==> config.mk <==
export PLATFORM = sky130hd
export DESIGN_NAME = ddr4_cmd_sequencer
export DESIGN_NICKNAME = d
export VERILOG_FILES = /design/src/rtl/ddr4_cmd_sequencer.sv
export SDC_FILE = /design/constraint.sdc
export NUM_CORES = 1
export LEC_CHECK = 0
export BUFFER_PORTS_ARGS = -buffer_cell sky130_fd_sc_hd__buf_2
export CAP_MARGIN = 10
export CORE_AREA = 2 2 315 317
export DETAILED_ROUTE_END_ITERATION = 7
export DIE_AREA = 0 0 317 319
export GPL_ROUTABILITY_DRIVEN = 0
export SLEW_MARGIN = 20
export SYNTH_ARGS = -nofsm -noshare
export SYNTH_HDL_FRONTEND = slang
export SYNTH_SLANG_ARGS = --single-unit
==> constraint.sdc <==
create_clock -name ck_t -period 10 [get_ports ck_t]
set_input_delay 2 -clock ck_t [delete_from_list [all_inputs] [get_ports ck_t]]
set_output_delay 2 -clock ck_t [all_outputs]
set_load 0.01 [all_outputs]
==> src/rtl/ddr4_cmd_sequencer.sv <==
`default_nettype none
// ============================================================================
// Module      : ddr4_cmd_sequencer
// Description : Turns single-burst read/write requests into DDR4 command-bus
//               sequences (ACT -> RD/WR -> data burst -> PRE) for the DIMM
//               model. Every request closes its page. Cycle timing is set by
//               parameters.
//   Ports     : ck_t/reset_n         clock, async active-low reset
//               req_*                request handshake and fields
//               rdata*               registered read beats
//               cke,cs_n,act_n,A,bg,ba  command / address pins
//               dq_o,dq_oe,dq_i      data pins (tristate built above)
//               dqs_t_o,dqs_c_o      write strobes
// Revision    : 1.0 - initial release
// ============================================================================
module ddr4_cmd_sequencer #(
    parameter int BGWIDTH     = 2,
    parameter int BAWIDTH     = 2,
    parameter int ADDRWIDTH   = 17,
    parameter int COLWIDTH    = 10,
    parameter int CHIPS       = 16,
    parameter int DQWIDTH     = 64,
    parameter int BL          = 8,
    parameter int TRCD        = 15,
    parameter int TCL         = 15,
    parameter int TCWL        = 0,
    parameter int TRP         = 15,
    parameter int INIT_CYCLES = 5
) (
    input  logic                  ck_t,
    input  logic                  reset_n,
    input  logic                  req_valid,
    output logic                  req_ready,
    input  logic                  req_write,
    input  logic [BGWIDTH-1:0]    req_bg,
    input  logic [BAWIDTH-1:0]    req_ba,
    input  logic [ADDRWIDTH-1:0]  req_row,
    input  logic [COLWIDTH-1:0]   req_col,
    input  logic [BL*DQWIDTH-1:0] req_wdata,
    output logic                  rdata_valid,
    output logic [DQWIDTH-1:0]    rdata,
    output logic                  rdata_last,
    output logic                  cke,
    output logic                  cs_n,
    output logic                  act_n,
    output logic [ADDRWIDTH-1:0]  A,
    output logic [BGWIDTH-1:0]    bg,
    output logic [BAWIDTH-1:0]    ba,
    output logic [DQWIDTH-1:0]    dq_o,
    output logic                  dq_oe,
    input  logic [DQWIDTH-1:0]    dq_i,
    output logic [CHIPS-1:0]      dqs_t_o,
    output logic [CHIPS-1:0]      dqs_c_o
);

    function automatic int f_max(input int a, input int b);
        return (a > b) ? a : b;
    endfunction

    localparam int c_max   = f_max(f_max(f_max(TRCD, TRP), f_max(INIT_CYCLES, BL)),
                                   f_max(TCL + BL, TCWL + BL));
    localparam int c_cnt_w = $clog2(c_max + 1);

    localparam logic [c_cnt_w-1:0] c_one     = c_cnt_w'(1);
    localparam logic [c_cnt_w-1:0] c_bl      = c_cnt_w'(BL);
    localparam logic [c_cnt_w-1:0] c_init    = c_cnt_w'(INIT_CYCLES);
    localparam logic [c_cnt_w-1:0] c_trcd_m1 = c_cnt_w'(TRCD - 1);
    localparam logic [c_cnt_w-1:0] c_trp_m1  = c_cnt_w'(TRP - 1);
    // BURST covers the data latency plus all beats except the one that may
    // share the command cycle; the counter then equals BL-k during beat k.
    localparam logic [c_cnt_w-1:0] c_rd_len  = c_cnt_w'(TCL + BL - 1);
    localparam logic [c_cnt_w-1:0] c_wr_len  = c_cnt_w'(TCWL + BL - 1);

    localparam logic [ADDRWIDTH-1:0] c_a_nop = ADDRWIDTH'(17'h1C000);
    localparam logic [ADDRWIDTH-1:0] c_a_pre = ADDRWIDTH'(17'h08000);

    typedef enum logic [2:0] {
        S_INIT     = 3'd0,
        S_IDLE     = 3'd1,
        S_ACT      = 3'd2,
        S_WAIT_RCD = 3'd3,
        S_CMD      = 3'd4,
        S_BURST    = 3'd5,
        S_PRE      = 3'd6,
        S_WAIT_RP  = 3'd7
    } state_t;

    state_t                  r_state;
    state_t                  w_state_nxt;
    logic [c_cnt_w-1:0]      r_cnt;
    logic [c_cnt_w-1:0]      w_cnt_nxt;
    logic                    r_cke;
    logic                    r_write;
    logic [BGWIDTH-1:0]      r_bg;
    logic [BAWIDTH-1:0]      r_ba;
    logic [ADDRWIDTH-1:0]    r_row;
    logic [COLWIDTH-1:0]     r_col;
    logic [BL*DQWIDTH-1:0]   r_wdata;
    logic                    r_rdata_valid;
    logic [DQWIDTH-1:0]      r_rdata;
    logic                    r_rdata_last;

    logic                    w_accept;
    logic                    w_sample;
    logic                    w_wr_beat;
    logic [c_cnt_w-1:0]      w_beat_idx;
    logic [DQWIDTH-1:0]      w_beat_data;
    logic [ADDRWIDTH-1:0]    w_a_cmd;

    assign w_accept    = (r_state == S_IDLE) && req_valid;
    assign cke         = r_cke;
    assign rdata_valid = r_rdata_valid;
    assign rdata       = r_rdata;
    assign rdata_last  = r_rdata_last;

    // In the command cycle only beat 0 can be live (TCWL = 0).
    assign w_beat_idx = (r_state == S_CMD) ? '0 : (c_bl - r_cnt);

    always_comb begin
        w_beat_data = '0;
        for (int k = 0; k < BL; k++) begin
            if (w_beat_idx == c_cnt_w'(k)) begin
                w_beat_data = r_wdata[k*DQWIDTH +: DQWIDTH];
            end
        end
    end

    always_comb begin
        w_a_cmd              = '0;
        w_a_cmd[COLWIDTH-1:0] = r_col;
        w_a_cmd[10]          = 1'b0;               // no auto-precharge
        w_a_cmd[16:14]       = r_write ? 3'b100 : 3'b101;
    end

    always_ff @(posedge ck_t or negedge reset_n) begin
        if (!reset_n) begin
            r_state       <= S_INIT;
            r_cnt         <= c_init;
            r_cke         <= 1'b0;
            r_write       <= 1'b0;
            r_bg          <= '0;
            r_ba          <= '0;
            r_row         <= '0;
            r_col         <= '0;
            r_wdata       <= '0;
            r_rdata_valid <= 1'b0;
            r_rdata       <= '0;
            r_rdata_last  <= 1'b0;
        end else begin
            r_state       <= w_state_nxt;
            r_cnt         <= w_cnt_nxt;
            r_cke         <= 1'b1;
            if (w_accept) begin
                r_write <= req_write;
                r_bg    <= req_bg;
                r_ba    <= req_ba;
                r_row   <= req_row;
                r_col   <= req_col;
                r_wdata <= req_wdata;
            end
            r_rdata_valid <= w_sample;
            r_rdata       <= w_sample ? dq_i : '0;
            r_rdata_last  <= w_sample && (r_cnt == c_one);
        end
    end

    always_comb begin
        w_state_nxt = r_state;
        w_cnt_nxt   = r_cnt;
        req_ready   = 1'b0;
        cs_n        = 1'b0;
        act_n       = 1'b1;
        A           = c_a_nop;
        bg          = r_bg;
        ba          = r_ba;
        w_sample    = 1'b0;
        w_wr_beat   = 1'b0;
        dq_o        = '0;
        dq_oe       = 1'b0;
        dqs_t_o     = '0;
        dqs_c_o     = '1;

        case (r_state)
            S_INIT: begin
                cs_n = 1'b1;
                A    = '0;
                bg   = '0;
                ba   = '0;
                // The count starts only once cke has gone high.
                if (r_cke) begin
                    if (r_cnt == c_one) w_state_nxt = S_IDLE;
                    else                w_cnt_nxt   = r_cnt - c_one;
                end
            end
            S_IDLE: begin
                req_ready = 1'b1;
                bg        = '0;
                ba        = '0;
                if (req_valid) w_state_nxt = S_ACT;
            end
            S_ACT: begin
                act_n       = 1'b0;
                A           = r_row;
                w_cnt_nxt   = c_trcd_m1;
                w_state_nxt = (TRCD == 1) ? S_CMD : S_WAIT_RCD;
            end
            S_WAIT_RCD: begin
                if (r_cnt == c_one) w_state_nxt = S_CMD;
                else                w_cnt_nxt   = r_cnt - c_one;
            end
            S_CMD: begin
                A         = w_a_cmd;
                w_cnt_nxt = r_write ? c_wr_len : c_rd_len;
                if (r_write && (TCWL == 0)) w_wr_beat = 1'b1;
                if (r_write && (c_wr_len == '0)) w_state_nxt = S_PRE;
                else                             w_state_nxt = S_BURST;
            end
            S_BURST: begin
                if (r_cnt <= c_bl) begin
                    if (r_write) w_wr_beat = 1'b1;
                    else         w_sample  = 1'b1;
                end
                if (r_cnt == c_one) w_state_nxt = S_PRE;
                else                w_cnt_nxt   = r_cnt - c_one;
            end
            S_PRE: begin
                A           = c_a_pre;
                w_cnt_nxt   = c_trp_m1;
                w_state_nxt = (TRP == 1) ? S_IDLE : S_WAIT_RP;
            end
            S_WAIT_RP: begin
                if (r_cnt == c_one) w_state_nxt = S_IDLE;
                else                w_cnt_nxt   = r_cnt - c_one;
            end
            default: begin
                w_state_nxt = S_INIT;
            end
        endcase

        if (w_wr_beat) begin
            dq_oe   = 1'b1;
            dq_o    = w_beat_data;
            dqs_t_o = '1;
            dqs_c_o = '0;
        end
    end

endmodule
`default_nettype wire

==> results of run 1 <==
synthesized netlist by cell type, drive strengths merged, types with 4 or more instances:
cell type	number
and2	70
and3	4
o22a	13
a221oi	64
mux2	602
a2bb2oi	59
clkbuf	60
nand2b	5
buf	149
nor3	14
a31oi	6
mux2i	117
o31ai	6
a21oi	74
inv	8
o32ai	7
o21ai	7
o22ai	65
a22o	11
dfrtp	617
nand3	66
nor2b	16
nand2	76
nor2	68
area by class of cell:
| cell class | count | area, sq um |
|---|---|---|
| Fill cell | 9620 | 61300 |
| Sequential cell | 619 | 15500 |
| Multi-Input combinational cell | 1375 | 12400 |
| Timing Repair Buffer | 828 | 4290 |
| Clock buffer | 107 | 2170 |
| Tap cell | 1287 | 1610 |
| Clock inverter | 23 | 312 |
| Antenna cell | 42 | 105 |
| Inverter | 9 | 38.8 |
layout by cell type (no fill, tap or decap), drive strengths merged, types with 5 or more instances in the layout:
cell and count:
bufinv 5, nand3 66, a22o 11, dfrtp 617, o32ai 7, o22a 13
nor3 14, o21ai 7, o22ai 65, a221oi 64, clkbuf 107, nor2 68
clkinv 11, and2 70, o31ai 6, a21oi 74, nor2b 16, buf 828
nand2b 5, nand2 76, a2bb2oi 59, mux2 602, diode 42, inv 12
mux2i 117, a31oi 6
sequential cells by signal, summed over array words and instances (netlist names):
signal,count
rdata_valid,1
r_row,17
cke,1
r_cnt,5
rdata_last,1
r_col,10
rdata,64
r_bg,2
r_ba,2
r_state,3
r_write,1
r_wdata,512
cell families (layout without fill, tap and decap cells):
group,count (synthesis),in the layout,share of synthesized area [%]
adder cells (fa/ha/maj),2,2,0.0865
AO/OA/AOI/OAI,321,321,9.32
flip-flops,619,619,53.5
XOR/XNOR,3,3,0.0908
other,1,43,0.0130
multiplexers,719,719,27.5
buffers and inverters,218,967,3.86
AND/OR/NAND/NOR,329,329,5.60
worst max-delay path by stage:
stage / end / slack (ns) / depth (start not counted)
2_1_floorplan: dqs_t_o[0] / 4.37 / 12
3_3_place_gp: dq_o[48] / 3.44 / 8
3_5_place_dp: dq_o[48] / 3.31 / 8
4_1_cts: dq_o[48] / 2.61 / 8
5_1_grt: dq_o[48] / 2.73 / 9
6_report: dq_o[48] / 2.98 / 8
power groups by stage:
stage / Sequential, uW / Combinational (uW) / Clock [uW]
finish: 4250 / 4730 / 2770
global placement: 4270 / 4700 / 0
detailed placement: 4290 / 4760 / 0
floorplan: 3990 / 3650 / 0
CTS: 4250 / 4780 / 2850
global route: 4390 / 5120 / 2940
through the flow:
step / instance area [sq um] / setup slack, ns / util (%) / hold slack (ns)
after floorplan: 28900 / 4.37 / - / 0.473
after global placement: 33800 / 3.44 / 34.6 / 0.483
after detailed placement: 33800 / 3.31 / 34.6 / 0.489
after CTS: 36300 / 2.61 / 37.2 / 0.501
after global routing: 36400 / 2.73 / 37.3 / 0.511
final: 36400 / 2.98 / 37.3 / 0.497
worst reg2reg max path, delay by kind of cell (launching register included):
| family | cells | cell delay, ns |
|---|---|---|
| mux | 1 | 0.47 |
| flops | 1 | 0.62 |
| buf+inv | 2 | 1.62 |
| simple gates | 3 | 1.02 |
layer usage:
layer  wire length (microns)  track usage (%)  vias to the layer above
li1                        -                -                     9484
met1                   39100             23.0                    10700
met2                   49900             32.7                      844
met3                    8600             6.23                      228
met4                    4640             9.98                       32
met5                     196                0                        -
==> flow_summary.yaml, run 1 <==
setup_path:
  r2r_end: "r_wdata[172]$_DFFE_PN0P_"
  worstSetupEndpointType: "output pin"
  critPathLaunchType: "flop"
  path_cells: "inv_6, ha_4, inv_1, nand2_1, o22a_1, o22ai_1, a221oi_1, buf_2"
  required_ns: 8.00
  r2r_cells: 6
  crit_buf_inv: 3
  cp_slowest_stage_delay_ns: 0.99
  cp.arrival_ns: 5.02
  rr_startpoint: "r_state[1]$_DFFE_PN0P_"
  cp_top_family: "compound AO/OA/AOI/OAI gates"
  crit_type: "reg2out"
  cp-startpoint: "r_cnt[0]$_DFFE_PN1P_"
  slowest_stage: "dfstp_2"
  worst-path-max-fanout: 56
  r2r_setup_slack_ns: 6.15
routing:
  vias: 21300
  drt_wl_total_microns: 102000
  ant_nets: 0
  drc: 0
  wl_per_cell_microns: 23.9
  dr.pass1.iters: 5
  viasPerCell: 4.97
  drtIter0Drc: 1279
worst_hold_path:
  hold-path-endpoint: "r_ba[1]$_DFFE_PN0P_"
  min_path_type: "reg2reg"
  whs_path_depth: 1
  hold_start: "r_ba[1]$_DFFE_PN0P_"
placed_design:
  dp_hpwl_microns: 73000
  io_buffer_count: 798
  numPlacedInstances: 4118
yosys:
  synth_edf_count: 0
  synth_top_area_share_pct: 53.4
  yosys.area.top_type: "dfrtp_1"
  syn_area_per_cell_sq_um: 13.1
  yosysSeqAreaShare_pct: 53.5
  async_reset_ff_share_pct: 100
  ys.flop_type: "dfrtp_1"
  syn-instance-count: 2212
  ys_ff_latch: 619
  yosys-top-cells-area: "dfrtp_1 53%, mux2_2 23%, mux2i_1 4.0%"
  synthDistinctLibCells: 49
  ys.warnings.count: 0
  syn_nets: 2825
  netlist_area_sq_um: 28900
clock_tree:
  postCtsSetupBuffers: 0
  cts_tree: "yes"
  ctsHoldBuffers: 0
  clk_pin_slew_ns: 0.06
  clock_tree.buffer_depth: 3
  numCtsBuffers: 74
  cts_htree_levels: 3
  post_cts_resized: 0
  clkSinkCount: 619
  cts_root_buffer: "clkbuf_16"
  clk_latency_ns: 0.64
sta:
  finalMaxSlewViolations: 0
  fin_crit_ns: 7.02
  final_hold_viol_count: 0
  worst_pin_slew_ns: 1.09
  rsz0062_at_grt: "no"
  setup_viol: 0
  slew_headroom_pct: 27.6
  clock_skew_ns: 0.0265
  timing.final.crit_share_pct: 70.2
  fmaxAchievable_mhz: 142
  tns_ns: 0
floorplanning:
  row_count: 115
  die_area_sq_um: 101000
  start_util_pct: 29.6
  die_x_microns: 317
  die_y_microns: 319
  core_sq_um: 97700
  num_io_pins: 799
power_and_ir_drop:
  comb_power_share_pct: 40.3
  ir_drop_mv: 0.240
  switchingPower_uw: 4260
  finalPower_uw: 11700
  p_leak_uw: 0.0170
  swShare_pct: 36.2
  p_per_area_nw_per_um2: 323
  pwr-share-seq_pct: 36.2
  clkPwrFrac_pct: 23.5
  p_int_uw: 7490
cells_and_area:
  final_cells: 4290
  nets: 3520
  area_growth_pct: 25.9
  drive_above_1_share_pct: 54.7
run:
  maxCapViolCount: 0
grt:
  grt_usage_pct: 19.8
  grt.overflow.total: 0
  antenna_found_initial: 76
  grt_max_degree: 162
  grt_pass1_vias: 22200
  grt_pass1_wl_microns: 148000
run_status:
  outcome: "completed"
(Power assumes the default switching activity.)
==> run 2, diff against run 1 <==
--- a/config.mk
+++ b/config.mk
@@ -7,9 +7,9 @@
 export LEC_CHECK = 0
 export BUFFER_PORTS_ARGS = -buffer_cell sky130_fd_sc_hd__buf_2
 export CAP_MARGIN = 10
-export CORE_AREA = 2 2 315 317
+export CORE_AREA = 2 2 308 310
 export DETAILED_ROUTE_END_ITERATION = 7
-export DIE_AREA = 0 0 317 319
+export DIE_AREA = 0 0 310 312
 export GPL_ROUTABILITY_DRIVEN = 0
 export SLEW_MARGIN = 20
 export SYNTH_ARGS = -nofsm -noshare
==> constraint.sdc (replaced) <==
create_clock -name ck_t -period 7.05 [get_ports ck_t]
set_input_delay 1.41 -clock ck_t [delete_from_list [all_inputs] [get_ports ck_t]]
set_output_delay 1.41 -clock ck_t [all_outputs]
set_load 0.01 [all_outputs]
==> flow_summary.yaml, run 2 (same netlist as run 1, synthesis figures left out) <==
routing:
  ant_nets: 0
  vias: 21300
  wl_per_cell_microns: 23.8
  viasPerCell: 5.01
  drc: 0
  dr.pass1.iters: 5
  drtIter0Drc: 1313
  drt_wl_total_microns: 101000
worst_hold_path:
  hold_start: "r_row[13]$_DFFE_PN0P_"
  min_path_type: "reg2reg"
  hold-path-endpoint: "r_row[13]$_DFFE_PN0P_"
  whs_path_depth: 1
power_and_ir_drop:
  p_per_area_nw_per_um2: 458
  ir_drop_mv: 0.516
  p_leak_uw: 0.0170
grt:
  grt_max_degree: 196
  antenna_found_initial: 50
  grt.overflow.total: 0
  grt_pass1_vias: 22100
  grt_pass1_wl_microns: 146000
  grt_usage_pct: 20.4
placed_design:
  io_buffer_count: 798
  dp_hpwl_microns: 70500
  numPlacedInstances: 4088
floorplanning:
  die_y_microns: 312
  core_sq_um: 93000
  die_area_sq_um: 96700
  row_count: 112
  die_x_microns: 310
  start_util_pct: 31.1
  num_io_pins: 799
setup_path:
  required_ns: 5.64
  critPathLaunchType: "flop"
  crit_type: "reg2out"
  r2r_end: "r_wdata[504]$_DFFE_PN0P_"
  worstSetupEndpointType: "output pin"
  cp.arrival_ns: 4.91
  rr_startpoint: "r_state[1]$_DFFE_PN0P_"
  worst-path-max-fanout: 49
  r2r_setup_slack_ns: 3.80
  r2r_cells: 5
  cp-startpoint: "r_cnt[0]$_DFFE_PN1P_"
run_status:
  outcome: "completed"
clock_tree:
  clk_latency_ns: 0.62
  ctsHoldBuffers: 0
  clock_tree.buffer_depth: 3
  cts_tree: "yes"
  clkSinkCount: 619
  cts_htree_levels: 3
  clk_pin_slew_ns: 0.06
  cts_root_buffer: "clkbuf_16"
  numCtsBuffers: 76
  postCtsSetupBuffers: 0
  post_cts_resized: 0
sta:
  fmaxAchievable_mhz: 158
  setup_viol: 0
  rsz0062_at_grt: "no"
  worst_pin_slew_ns: 1.14
  finalMaxSlewViolations: 0
  fin_crit_ns: 6.32
  slew_headroom_pct: 23.7
  fin_hold_ws_ns: 0.499
  clock_skew_ns: 0.0161
  final_hold_viol_count: 0
  timing.final.crit_share_pct: 89.6
  tns_ns: 0
cells_and_area:
  drive_above_1_share_pct: 55.0
  largest_reg_flops: 512
  nets: 3525
  fill_cells: 9150
  final_cells: 4249
  area_growth_pct: 25.8
  top_register: "r_wdata"
  layout_commonest_cell: "buf_2"
  final_util_pct: 39.1
  final_cell_mix: "797 x buf_2, 617 x dfrtp_1, 602 x mux2_2, 117 x mux2i_1, 79 x clkbuf_16"
run:
  maxCapViolCount: 0
==> run 2: cell types whose count changed in the layout (fill, tap and decap cells not counted), sizes merged <==
cell      delta
buf          +3
bufinv       -1
clkbuf       -1
clkinv       +3
clkinvlp     +3
diode       -14
inv          -1
==> run 2: final cells by class <==
class	count	area (sq um)	share of cell area [%]
flip-flops and latches	619	15500	42.5
multi-input cells	1375	12400	34.1
repair buffers	831	4330	11.9
clock buffers	106	2240	6.15
well taps	1254	1570	4.31
clock inverters	27	268	0.735
diodes	28	70.1	0.192
inverters	9	38.8	0.107
==> run 2: how the worst max path moves through the flow <==
stage            endpoint  depth (start not counted)
6_report         dq_o[21]                          9
4_1_cts           dq_o[7]                          9
3_3_place_gp     dq_o[21]                          9
5_1_grt          dq_o[21]                          9
3_5_place_dp      dq_o[7]                          9
2_1_floorplan  dqs_t_o[0]                         12
==> run 2: metrics by stage <==
step / power (uW) / worst slack, ns / cell area, sq um
2_1_floorplan: 10800 / 2.01 / 28900
3_3_place_gp: 12700 / 1.46 / 33800
3_5_place_dp: 12800 / 1.39 / 33800
4_1_cts: 16900 / 0.690 / 36300
5_1_grt: 17700 / 0.525 / 36400
6_report: 16700 / 0.733 / 36400
==> run 2: routing by layer <==
metal	routed length (microns)	part of all wire (%)	GRT usage, %	vias up
met1	40000	40	24.3	10800
met2	50600	50	34.9	777
met5	158	0.16	0	-
met4	3670	3.6	8.20	20
met3	6760	6.7	5.16	215
li1	-	-	-	9490
==> run 2: power by group <==
| part | internal (uW) | switching (uW) | total [uW] | leakage [uW] |
|---|---|---|---|---|
| sequential | 5060 | 967 | 6030 | 0.00779 |
| combinational | 3260 | 3450 | 6700 | 0.00801 |
| clock | 2360 | 1600 | 3950 | 0.00122 |
| total | 10700 | 6010 | 16700 | 0.0170 |
==> run 2: worst max-delay path: stages, from the launching register on <==
cell	delay (ns)
dfstp_2	0.96
inv_6	0.33
ha_4	0.53
nor2b_4	0.54
buf_4	0.55
a21oi_1	0.08
nor3_1	0.16
o32ai_1	0.11
a221oi_1	0.72
buf_2	0.27
